### src/rtl/riscvibe_wb_pipeline_if.sv
// Issue / operand / write-back bundle between the execute stage and the
// write-back pipeline. The execute side is the master; the pipeline is the slave.
interface riscvibe_wb_pipeline_if #(
  parameter int XLEN       = 32,
  parameter int REG_ADDR_W = 5
);
  logic                  issue_valid;
  logic [REG_ADDR_W-1:0] issue_rd;
  logic                  issue_we;
  logic                  issue_is_load;
  logic [XLEN-1:0]       issue_data;
  logic                  branch_taken;
  logic [XLEN-1:0]       load_data;
  logic [REG_ADDR_W-1:0] rs1_addr;
  logic [REG_ADDR_W-1:0] rs2_addr;
  logic                  rs1_used;
  logic                  rs2_used;
  logic [XLEN-1:0]       rs1_rf_data;
  logic [XLEN-1:0]       rs2_rf_data;
  logic [XLEN-1:0]       rs1_data;
  logic [XLEN-1:0]       rs2_data;
  logic                  stall;
  logic                  squash;
  logic                  rf_we;
  logic [REG_ADDR_W-1:0] rf_waddr;
  logic [XLEN-1:0]       rf_wdata;

  modport master (
    output issue_valid, issue_rd, issue_we, issue_is_load, issue_data,
           branch_taken, load_data, rs1_addr, rs2_addr, rs1_used, rs2_used,
           rs1_rf_data, rs2_rf_data,
    input  rs1_data, rs2_data, stall, squash, rf_we, rf_waddr, rf_wdata
  );

  modport slave (
    input  issue_valid, issue_rd, issue_we, issue_is_load, issue_data,
           branch_taken, load_data, rs1_addr, rs2_addr, rs1_used, rs2_used,
           rs1_rf_data, rs2_rf_data,
    output rs1_data, rs2_data, stall, squash, rf_we, rf_waddr, rf_wdata
  );
endinterface

### src/rtl/riscvibe_wb_pipeline.sv
// Write-back / forwarding / hazard block for RISC-Vibe.
// Keeps WB_DEPTH stages of in-flight register writes, forwards youngest-first
// to both operand ports, stalls on not-yet-returned load data and squashes
// FLUSH_SLOTS issues after a taken branch via a 2-bit down-counter.
module riscvibe_wb_pipeline #(
  parameter int XLEN         = 32,
  parameter int REG_ADDR_W   = 5,
  parameter int WB_DEPTH     = 2,
  parameter int LOAD_LATENCY = 1,
  parameter int FLUSH_SLOTS  = 1
) (
  input logic                   clk,
  input logic                   rst_n,
  riscvibe_wb_pipeline_if.slave bus
);

  logic [WB_DEPTH-1:0]   st_valid;
  logic [WB_DEPTH-1:0]   st_pend;
  logic [REG_ADDR_W-1:0] st_rd   [WB_DEPTH];
  logic [XLEN-1:0]       st_data [WB_DEPTH];

  logic [1:0]            squash_cnt;
  logic                  squash;
  logic                  stall;
  logic                  accept;

  logic [XLEN-1:0]       rs1_fwd;
  logic [XLEN-1:0]       rs2_fwd;
  logic                  rs1_pend;
  logic                  rs2_pend;

  logic                  s0_valid;
  logic                  s0_pend;
  logic [REG_ADDR_W-1:0] s0_rd;
  logic [XLEN-1:0]       s0_data;

  assign squash = (squash_cnt != 2'd0);

  // Operand forwarding: walk oldest to youngest so the youngest match wins.
  always_comb begin
    rs1_fwd  = bus.rs1_rf_data;
    rs2_fwd  = bus.rs2_rf_data;
    rs1_pend = 1'b0;
    rs2_pend = 1'b0;
    for (int i = WB_DEPTH - 1; i >= 0; i--) begin
      if (st_valid[i] && (st_rd[i] == bus.rs1_addr) && (bus.rs1_addr != '0)) begin
        rs1_fwd  = st_data[i];
        rs1_pend = st_pend[i];
      end
      if (st_valid[i] && (st_rd[i] == bus.rs2_addr) && (bus.rs2_addr != '0)) begin
        rs2_fwd  = st_data[i];
        rs2_pend = st_pend[i];
      end
    end
  end

  // Hazard detection and the stage-0 entry built from the issuing instruction.
  always_comb begin
    stall    = bus.issue_valid && !squash &&
               ((bus.rs1_used && rs1_pend) || (bus.rs2_used && rs2_pend));
    accept   = bus.issue_valid && !squash && !stall;
    s0_valid = accept && bus.issue_we && (bus.issue_rd != '0);
    s0_pend  = 1'b0;
    s0_rd    = '0;
    s0_data  = '0;
    if (s0_valid) begin
      s0_pend = bus.issue_is_load && (LOAD_LATENCY > 0);
      s0_rd   = bus.issue_rd;
      s0_data = (bus.issue_is_load && (LOAD_LATENCY == 0)) ? bus.load_data
                                                            : bus.issue_data;
    end
  end

  // Shift register of in-flight writes; a pending load picks up its data
  // as it leaves stage LOAD_LATENCY-1.
  always_ff @(posedge clk) begin
    if (!rst_n) begin
      st_valid <= '0;
      st_pend  <= '0;
      for (int i = 0; i < WB_DEPTH; i++) begin
        st_rd[i]   <= '0;
        st_data[i] <= '0;
      end
    end else begin
      st_valid[0] <= s0_valid;
      st_pend[0]  <= s0_pend;
      st_rd[0]    <= s0_rd;
      st_data[0]  <= s0_data;
      for (int i = 1; i < WB_DEPTH; i++) begin
        st_valid[i] <= st_valid[i-1];
        st_pend[i]  <= st_pend[i-1];
        st_rd[i]    <= st_rd[i-1];
        st_data[i]  <= st_data[i-1];
        if ((LOAD_LATENCY >= 1) && (i == LOAD_LATENCY) &&
            st_valid[i-1] && st_pend[i-1]) begin
          st_data[i] <= bus.load_data;
          st_pend[i] <= 1'b0;
        end
      end
    end
  end

  // Branch shadow counter: reloads on an accepted taken branch, counts down
  // only on cycles that actually present an instruction.
  always_ff @(posedge clk) begin
    if (!rst_n) begin
      squash_cnt <= 2'd0;
    end else if (accept && bus.branch_taken) begin
      squash_cnt <= 2'(FLUSH_SLOTS);
    end else if (bus.issue_valid && squash) begin
      squash_cnt <= squash_cnt - 2'd1;
    end
  end

  assign bus.rs1_data = rs1_fwd;
  assign bus.rs2_data = rs2_fwd;
  assign bus.stall    = stall;
  assign bus.squash   = squash;
  assign bus.rf_we    = st_valid[WB_DEPTH-1];
  assign bus.rf_waddr = st_rd[WB_DEPTH-1];
  assign bus.rf_wdata = st_data[WB_DEPTH-1];

endmodule

### src/flat_wrapper.sv
// flat-port wrapper written by rule: the top's interface ports become plain ports
module riscvibe_wb_pipeline_flat 
#(
  parameter int XLEN         = 32,
  parameter int REG_ADDR_W   = 5,
  parameter int WB_DEPTH     = 2,
  parameter int LOAD_LATENCY = 1,
  parameter int FLUSH_SLOTS  = 1
)
  (clk, rst_n, bus_issue_valid, bus_issue_rd, bus_issue_we, bus_issue_is_load, bus_issue_data, bus_branch_taken, bus_load_data, bus_rs1_addr, bus_rs2_addr, bus_rs1_used, bus_rs2_used, bus_rs1_rf_data, bus_rs2_rf_data, bus_rs1_data, bus_rs2_data, bus_stall, bus_squash, bus_rf_we, bus_rf_waddr, bus_rf_wdata);
  riscvibe_wb_pipeline_if #(.XLEN(XLEN), .REG_ADDR_W(REG_ADDR_W)) bus_i ();
  input logic clk;
  input logic rst_n;
  input wire logic [$bits(bus_i.issue_valid)-1:0] bus_issue_valid;
  input wire logic [$bits(bus_i.issue_rd)-1:0] bus_issue_rd;
  input wire logic [$bits(bus_i.issue_we)-1:0] bus_issue_we;
  input wire logic [$bits(bus_i.issue_is_load)-1:0] bus_issue_is_load;
  input wire logic [$bits(bus_i.issue_data)-1:0] bus_issue_data;
  input wire logic [$bits(bus_i.branch_taken)-1:0] bus_branch_taken;
  input wire logic [$bits(bus_i.load_data)-1:0] bus_load_data;
  input wire logic [$bits(bus_i.rs1_addr)-1:0] bus_rs1_addr;
  input wire logic [$bits(bus_i.rs2_addr)-1:0] bus_rs2_addr;
  input wire logic [$bits(bus_i.rs1_used)-1:0] bus_rs1_used;
  input wire logic [$bits(bus_i.rs2_used)-1:0] bus_rs2_used;
  input wire logic [$bits(bus_i.rs1_rf_data)-1:0] bus_rs1_rf_data;
  input wire logic [$bits(bus_i.rs2_rf_data)-1:0] bus_rs2_rf_data;
  output wire logic [$bits(bus_i.rs1_data)-1:0] bus_rs1_data;
  output wire logic [$bits(bus_i.rs2_data)-1:0] bus_rs2_data;
  output wire logic [$bits(bus_i.stall)-1:0] bus_stall;
  output wire logic [$bits(bus_i.squash)-1:0] bus_squash;
  output wire logic [$bits(bus_i.rf_we)-1:0] bus_rf_we;
  output wire logic [$bits(bus_i.rf_waddr)-1:0] bus_rf_waddr;
  output wire logic [$bits(bus_i.rf_wdata)-1:0] bus_rf_wdata;
  assign bus_i.issue_valid = bus_issue_valid;
  assign bus_i.issue_rd = bus_issue_rd;
  assign bus_i.issue_we = bus_issue_we;
  assign bus_i.issue_is_load = bus_issue_is_load;
  assign bus_i.issue_data = bus_issue_data;
  assign bus_i.branch_taken = bus_branch_taken;
  assign bus_i.load_data = bus_load_data;
  assign bus_i.rs1_addr = bus_rs1_addr;
  assign bus_i.rs2_addr = bus_rs2_addr;
  assign bus_i.rs1_used = bus_rs1_used;
  assign bus_i.rs2_used = bus_rs2_used;
  assign bus_i.rs1_rf_data = bus_rs1_rf_data;
  assign bus_i.rs2_rf_data = bus_rs2_rf_data;
  assign bus_rs1_data = bus_i.rs1_data;
  assign bus_rs2_data = bus_i.rs2_data;
  assign bus_stall = bus_i.stall;
  assign bus_squash = bus_i.squash;
  assign bus_rf_we = bus_i.rf_we;
  assign bus_rf_waddr = bus_i.rf_waddr;
  assign bus_rf_wdata = bus_i.rf_wdata;
  riscvibe_wb_pipeline #(.XLEN(XLEN), .REG_ADDR_W(REG_ADDR_W), .WB_DEPTH(WB_DEPTH), .LOAD_LATENCY(LOAD_LATENCY), .FLUSH_SLOTS(FLUSH_SLOTS)) u_core (.clk(clk), .rst_n(rst_n), .bus(bus_i));
endmodule
### config.mk
export PLATFORM = sky130hd
export DESIGN_NAME = riscvibe_wb_pipeline_flat
export DESIGN_NICKNAME = d
export VERILOG_FILES = /design/src/rtl/riscvibe_wb_pipeline_if.sv /design/src/rtl/riscvibe_wb_pipeline.sv /design/src/flat_wrapper.sv
export SDC_FILE = /design/constraint.sdc
export NUM_CORES = 1
export LEC_CHECK = 0
export ABC_AREA = 1
export CAP_MARGIN = 20
export CORE_ASPECT_RATIO = 2
export CORE_UTILIZATION = 40
export CTS_BUF_LIST = sky130_fd_sc_hd__clkbuf_2
export CTS_CLUSTER_SIZE = 10
export DETAILED_ROUTE_END_ITERATION = 12
export PLACE_DENSITY_LB_ADDON = 0.12
export SLEW_MARGIN = 20
export SYNTH_ARGS = -nofsm -noshare
export SYNTH_HDL_FRONTEND = slang
export SYNTH_SLANG_ARGS = --single-unit
export TNS_END_PERCENT = 50
### constraint.sdc
create_clock -name clk -period 2.1 [get_ports clk]
set_input_delay 0.42 -clock clk [delete_from_list [all_inputs] [get_ports clk]]
set_output_delay 0.42 -clock clk [all_outputs]
set_load 0.05 [all_outputs]
# After elaboration in Yosys (flattened, before gate mapping)
# Memory sizes are Yosys's and may differ from the RTL's.
# Cells that the tools add are included.
# op_classes
n_addsub	1
mul	0
div_mod_pow	0
order_cmp	0
eq_ne	4
n_shift	0
mux	22
bitwise	6
n_reduce_logical	29
# ops
cell	count
$mux 32	8
$eq 5x5->1	4
$logic_and 1x1->1	18
$mux 5	3
$reduce_bool 5->1	3
$mux 1	11
$or 1x1->1	5
$reduce_bool 2->1	2
$reduce_or 2->1	2
$logic_not 1->1	2
$reduce_and 2->1	1
$sub 2x1->2 const B	1
$logic_or 1x1->1	1
$not 1->1	1
# word_totals
regBits	6
latchBits	0
ramBits	74
mem_bits_ro	0
input_bits	151
output_inout_bits	104
wordCells	69
memories	2
# mem_list
name	words	width	read_ports	rd_clocked_by_memory_dff	write_ports	line_no	rtl
u_core.st_data	2	32	2	0	2	riscvibe_wb_pipeline.sv:20	logic [XLEN-1:0] st_data [WB_DEPTH];
u_core.st_rd	2	5	2	0	2	riscvibe_wb_pipeline.sv:19	logic [REG_ADDR_W-1:0] st_rd [WB_DEPTH];

# Logic depth before layout (Yosys ltp)
# An unclocked memory read counts as a cell.
# depth
word_depth	15
depth_mapped	16

# Worst setup path before layout
# Ideal clock, no wire load.
# synth_timing
path_kind	input to output
startpoint	input bus_rs1_addr[1]
endpoint	output bus_rs1_data[0]
arrival_ps	2253
slack_ps	-573
stages	10
path_buffers	2
cell_sequence	inv_1 -> nand2_1 -> nand2_1 -> inv_1 -> nand2_1 -> nor2_1 -> nand2_1 -> buf_2 -> clkbuf_1 -> o21ai_0
# synth_via
elab_chain_cells	5
word_cells_on_any_way	9
cone_classes	2 x eq/ne; 2 x mux; 5 x reduce/logical
# synth_lines
item	line_no	rtl
from (decl)	flat_wrapper.sv:21	input wire logic [$bits(bus_i.rs1_addr)-1:0] bus_rs1_addr;
$eq 5x5->1	riscvibe_wb_pipeline.sv:46	if (st_valid[i] && (st_rd[i] == bus.rs1_addr) && (bus.rs1_addr != '0)) begin
$logic_and 1x1->1 (2 in series)	riscvibe_wb_pipeline.sv:46	
$mux 32	riscvibe_wb_pipeline.sv:46	
$mux 32 (*)	riscvibe_wb_pipeline.sv:46	
to (decl)	flat_wrapper.sv:27	output wire logic [$bits(bus_i.rs1_data)-1:0] bus_rs1_data;
# Mark *: on every way between the ends. The rest lies on a longest branch, timed or not.

# Worst setup path in the final report
# layout_timing
startpoint	input bus_rs2_addr[1]
endpoint	output bus_rs2_data[29]
# layout_via
elab_chain_cells	5
word_cells_on_any_way	9
cone_classes	2 x eq/ne; 2 x mux; 5 x reduce/logical
# layout_lines
item	line_no	rtl
from (decl)	flat_wrapper.sv:22	input wire logic [$bits(bus_i.rs2_addr)-1:0] bus_rs2_addr;
$eq 5x5->1	riscvibe_wb_pipeline.sv:50	if (st_valid[i] && (st_rd[i] == bus.rs2_addr) && (bus.rs2_addr != '0)) begin
$logic_and 1x1->1 (2 in series)	riscvibe_wb_pipeline.sv:50	
$mux 32	riscvibe_wb_pipeline.sv:50	
$mux 32 (*)	riscvibe_wb_pipeline.sv:50	
to (decl)	flat_wrapper.sv:28	output wire logic [$bits(bus_i.rs2_data)-1:0] bus_rs2_data;
# Marked as above.

==> key figures <==
Timing
  – Crit share post-route: 132%
  – Least-Margin Pin Slew: 1.08 ns
  – Final Max Tran Viols: 0
  – RSZ-0062 raised after global routing: yes
  – Final Hold Fails: 0
  – Tmin final: approximately 2.8 ns
  – Setup violators final: 65
  – Final Skew: about 0.047 ns
  – F_max: 362 MHz
  – Worst hold slack: 0.128 ns
  – Max_slew headroom: approximately 28%
  – Final worst slack: -0.663 ns

Drt
  – Vias: between 5000 and 6000
  – DRC errors left: 0
  – Via density: 5.31
  – Final wirelength: 20.0 mm
  – Iter 0 DRT Violations: 260
  – DRT Pass-1 Iters: 5
  – Antenna violation net count after detailed routing: 0
  – Routed length per instance: 18.9 um

Setup path
  – Setup crit end: bus_rs2_data[29]
  – Crit path depth: 11
  – CP Data Arrival Time: 2.34 ns
  – Crit path capture type: output pin
  – CP startpoint: bus_rs2_addr[1]
  – R2r setup slk: 0.07 ns
  – CP max stage delay: ~0.54 ns
  – CP Max Fanout: 17
  – R2R cell count: 12
  – CP startpoint kind: input pin
  – Worst path buffer plus inverter count: 5
  – CP top delay family: buffers and inverters
  – Slowest-stage cell, CP: clkdlybuf4s50_1
  – CP most frequent cell: nand2_1
  – Reg2Reg Launch Point: u_core.st_rd[0][2]
  – R2r endpoint: u_core.st_pend[0]
  – Worst EP required: 1.68 ns
  – CP cell instances: clkdlybuf4s50_1 > inv_1 > nand2_1 > nand2_1 > clkinv_1 > nand2_1 > nor2_4 > nand2_8 > bufbuf_16 > o21ai_2 > buf_12
  – Critical path type: in -> out

Placement
  – Inst Count DP: about 1000
  – Dpl hpwl: about 14 mm
  – Global placement routability congestion: 0.928
  – I/O Buffers: 254

Finish
  – Fin nets: about 1100
  – Filler-free cell count of the finished design: 1062
  – Area Growth Syn to Fin: 93.1%
  – Ratio of cells with drive above 1 in the final layout: around 28%

Clock tree
  – CTS clock-pin slew for the worst setup and hold paths: around 0.2 ns
  – TritonCTS Buffers: 9
  – CTS Sinks: 80
  – CTS tree: built
  – Root Driver: clkbuf_2
  – Clock buffer depth: 2
  – Hold buffers post-CTS: 0
  – H-Tree Depth: 3
  – Worst skew pair latency: 0.56 ns

GRT
  – M3 GR Usage: 7.19%
  – Initial antenna violation count: 2
  – GRT Util Overall: roughly a third
  – Total global routing overflow: 0
  – Vias in the first global route: 5898
  – GRT Max-Usage Layer: met2
  – First-pass GRT wire length: 29.9 mm
  – Pin count of the biggest net entering global routing: 41
  – Met1 GRT Util: 30.5%
  – Met2 usage in global routing: 61.3%

Floorplanning
  – Die width: approximately 77 um
  – Die area: about 12000 um^2
  – Starting Density: 41.3%
  – FP Rows: between 50 and 60
  – # IOs: roughly 260
  – Die H: 152 um
  – Core area: around 11000 um^2

Pwr
  – Pwr dens: 439 nW/um^2
  – Max VDD drop: 404 uV
  – Leakage: roughly 3.6 nW
  – Pwr Total: 3.84 mW

Synthesis
  – Main flop type after synthesis: dfxtp_1
  – Post-synth cell types: 27
  – Count of state elements after synthesis: 80
  – Sequential area share after synthesis: 35.4%
  – Number of enable flip-flop cells after synthesis: 0
  – Post-synthesis async set-or-reset flop share: 0%
  – Yosys warns: 0
  – Post-synthesis cell count: between 600 and 700
  – Post-synth top area share: around 35%
  – Syn_nets: slightly above 800
  – Area contributors post-synth: dfxtp_1 (35%), inv_1 (11%), o211ai_1 (11%), o21ai_0 (11%), nand2_1 (9.6%)
  – Mean cell area of the mapped netlist: a little under 7 um^2
  – Synthesized area: roughly 4500 um^2
  – Yosys top cell by area: dfxtp_1

Outcome
  – Outcome: finished with violations
  – Violated checks: negative setup slack

Worst hold path
  – Worst Hold Launch: rst_n
  – Worst hold-check path type: in -> reg

Run
  – Max_cap viols: 0
==> cells by family (layout without fill, tap and decap cells) <==
group	Yosys count	after routing	synth area share, %
and+or+nand+nor	218	218	23.5
buffers and inverters	187	445	17.1
AOI/OAI and AO/OA	169	169	22.4
DFF	80	80	35.4
xor gates and xnor gates	7	7	1.36
adders and majority gates	1	1	0.277
other	0	2	0
==> cell usage after synthesis, drive strengths merged, types with 5 or more instances <==
master and instances:
buf 19, inv 141, nand2 118, a21oi 5, dfxtp 80, nor2 52, clkbuf 26, o211ai 66
nand3 45, xnor2 6, o21ai 97
==> worst min-delay path by stage <==
| stage | cells after the start | slack [ns] | end |
|---|---|---|---|
| 5_1_grt | 3 | 0.08 | u_core.squash_cnt[0] |
| 4_1_cts | 3 | 0.09 | u_core.squash_cnt[0] |
| 3_5_place_dp | 2 | 0.45 | u_core.st_pend[1] |
| 3_3_place_gp | 2 | 0.43 | u_core.st_valid[1] |
| 6_report | 3 | 0.13 | u_core.squash_cnt[0] |
| 2_1_floorplan | 2 | 0.41 | u_core.st_valid[1] |
==> worst register-to-register path, delay by kind of cell, from the launching register on <==
kind                   cells  cell delay (ns)
flip-flops                 1             0.40
XOR/XNOR                   1             0.23
buffers and inverters      3             0.50
AND/OR/NAND/NOR            8             0.84
==> area by class of cell <==
type,instances,area [um^2]
Fill cell,758,2210
Clock inverter,5,47.5
Multi-Input combinational cell,395,2680
Tap cell,140,175
Timing Repair Buffer,287,3610
Inverter,142,543
Antenna cell,2,5.00
Clock buffer,11,55.1
Sequential cell,80,1620
==> state kept, by name, summed over array words and instances, names as in the netlist <==
register	flops
u_core.st_pend	2
u_core.st_rd	10
u_core.squash_cnt	2
u_core.st_valid	2
u_core.st_data	64
==> cell usage in the layout, fill, tap and decap left out, drive strengths merged, types with 6 or more instances in the layout <==
| cell type | netlist | routed |
|---|---|---|
| buf | 19 | 97 |
| clkbuf | 26 | 13 |
| clkdlybuf4s50 | 0 | 144 |
| clkinv | 1 | 6 |
| dfxtp | 80 | 80 |
| dlygate4sd2 | 0 | 43 |
| inv | 141 | 140 |
| nand2 | 118 | 118 |
| nand3 | 45 | 45 |
| nor2 | 52 | 52 |
| o211ai | 66 | 66 |
| o21ai | 97 | 97 |
| xnor2 | 6 | 6 |
==> power breakdown <==
group / total (mW) / internal (mW) / switching (mW)
logic: 1.42 / 0.679 / 0.739
clock network: 0.820 / 0.274 / 0.546
registers: 1.60 / 1.57 / 0.0269
==> metrics by stage <==
step	worst slack (ns)	area, um^2	setup TNS, ns	util, %
finish	-0.663	8730	-36.09	79.8
global route	-0.726	8730	-44.34	79.8
CTS	-0.605	8680	-36.24	79.3
detailed placement	-0.567	8340	-52.12	76.2
global placement	-0.512	8340	-47.02	76.2
floorplan	-0.105	4950	-3.76	-
==> metal layers <==
metal / routed length [um] / part of all wire (%) / up-vias
met3: 1170 / 5.8 / 98
li1: - / - / 2617
met5: 0 / 0 / -
met1: 6510 / 33 / 2608
met2: 10800 / 54 / 317
met4: 1550 / 7.7 / 0
==> what timing repair did <==
| item | in CTS | in global routing |
|---|---|---|
| setup endpoints to repair | 103 | 93 |
| cloned | 6 | 3 |
| setup buffers | 4 | 4 |
| gates resized for setup | 76 | 29 |
| pin swaps | 2 | 14 |
No activity file was read; power rests on OpenSTA's default activity.
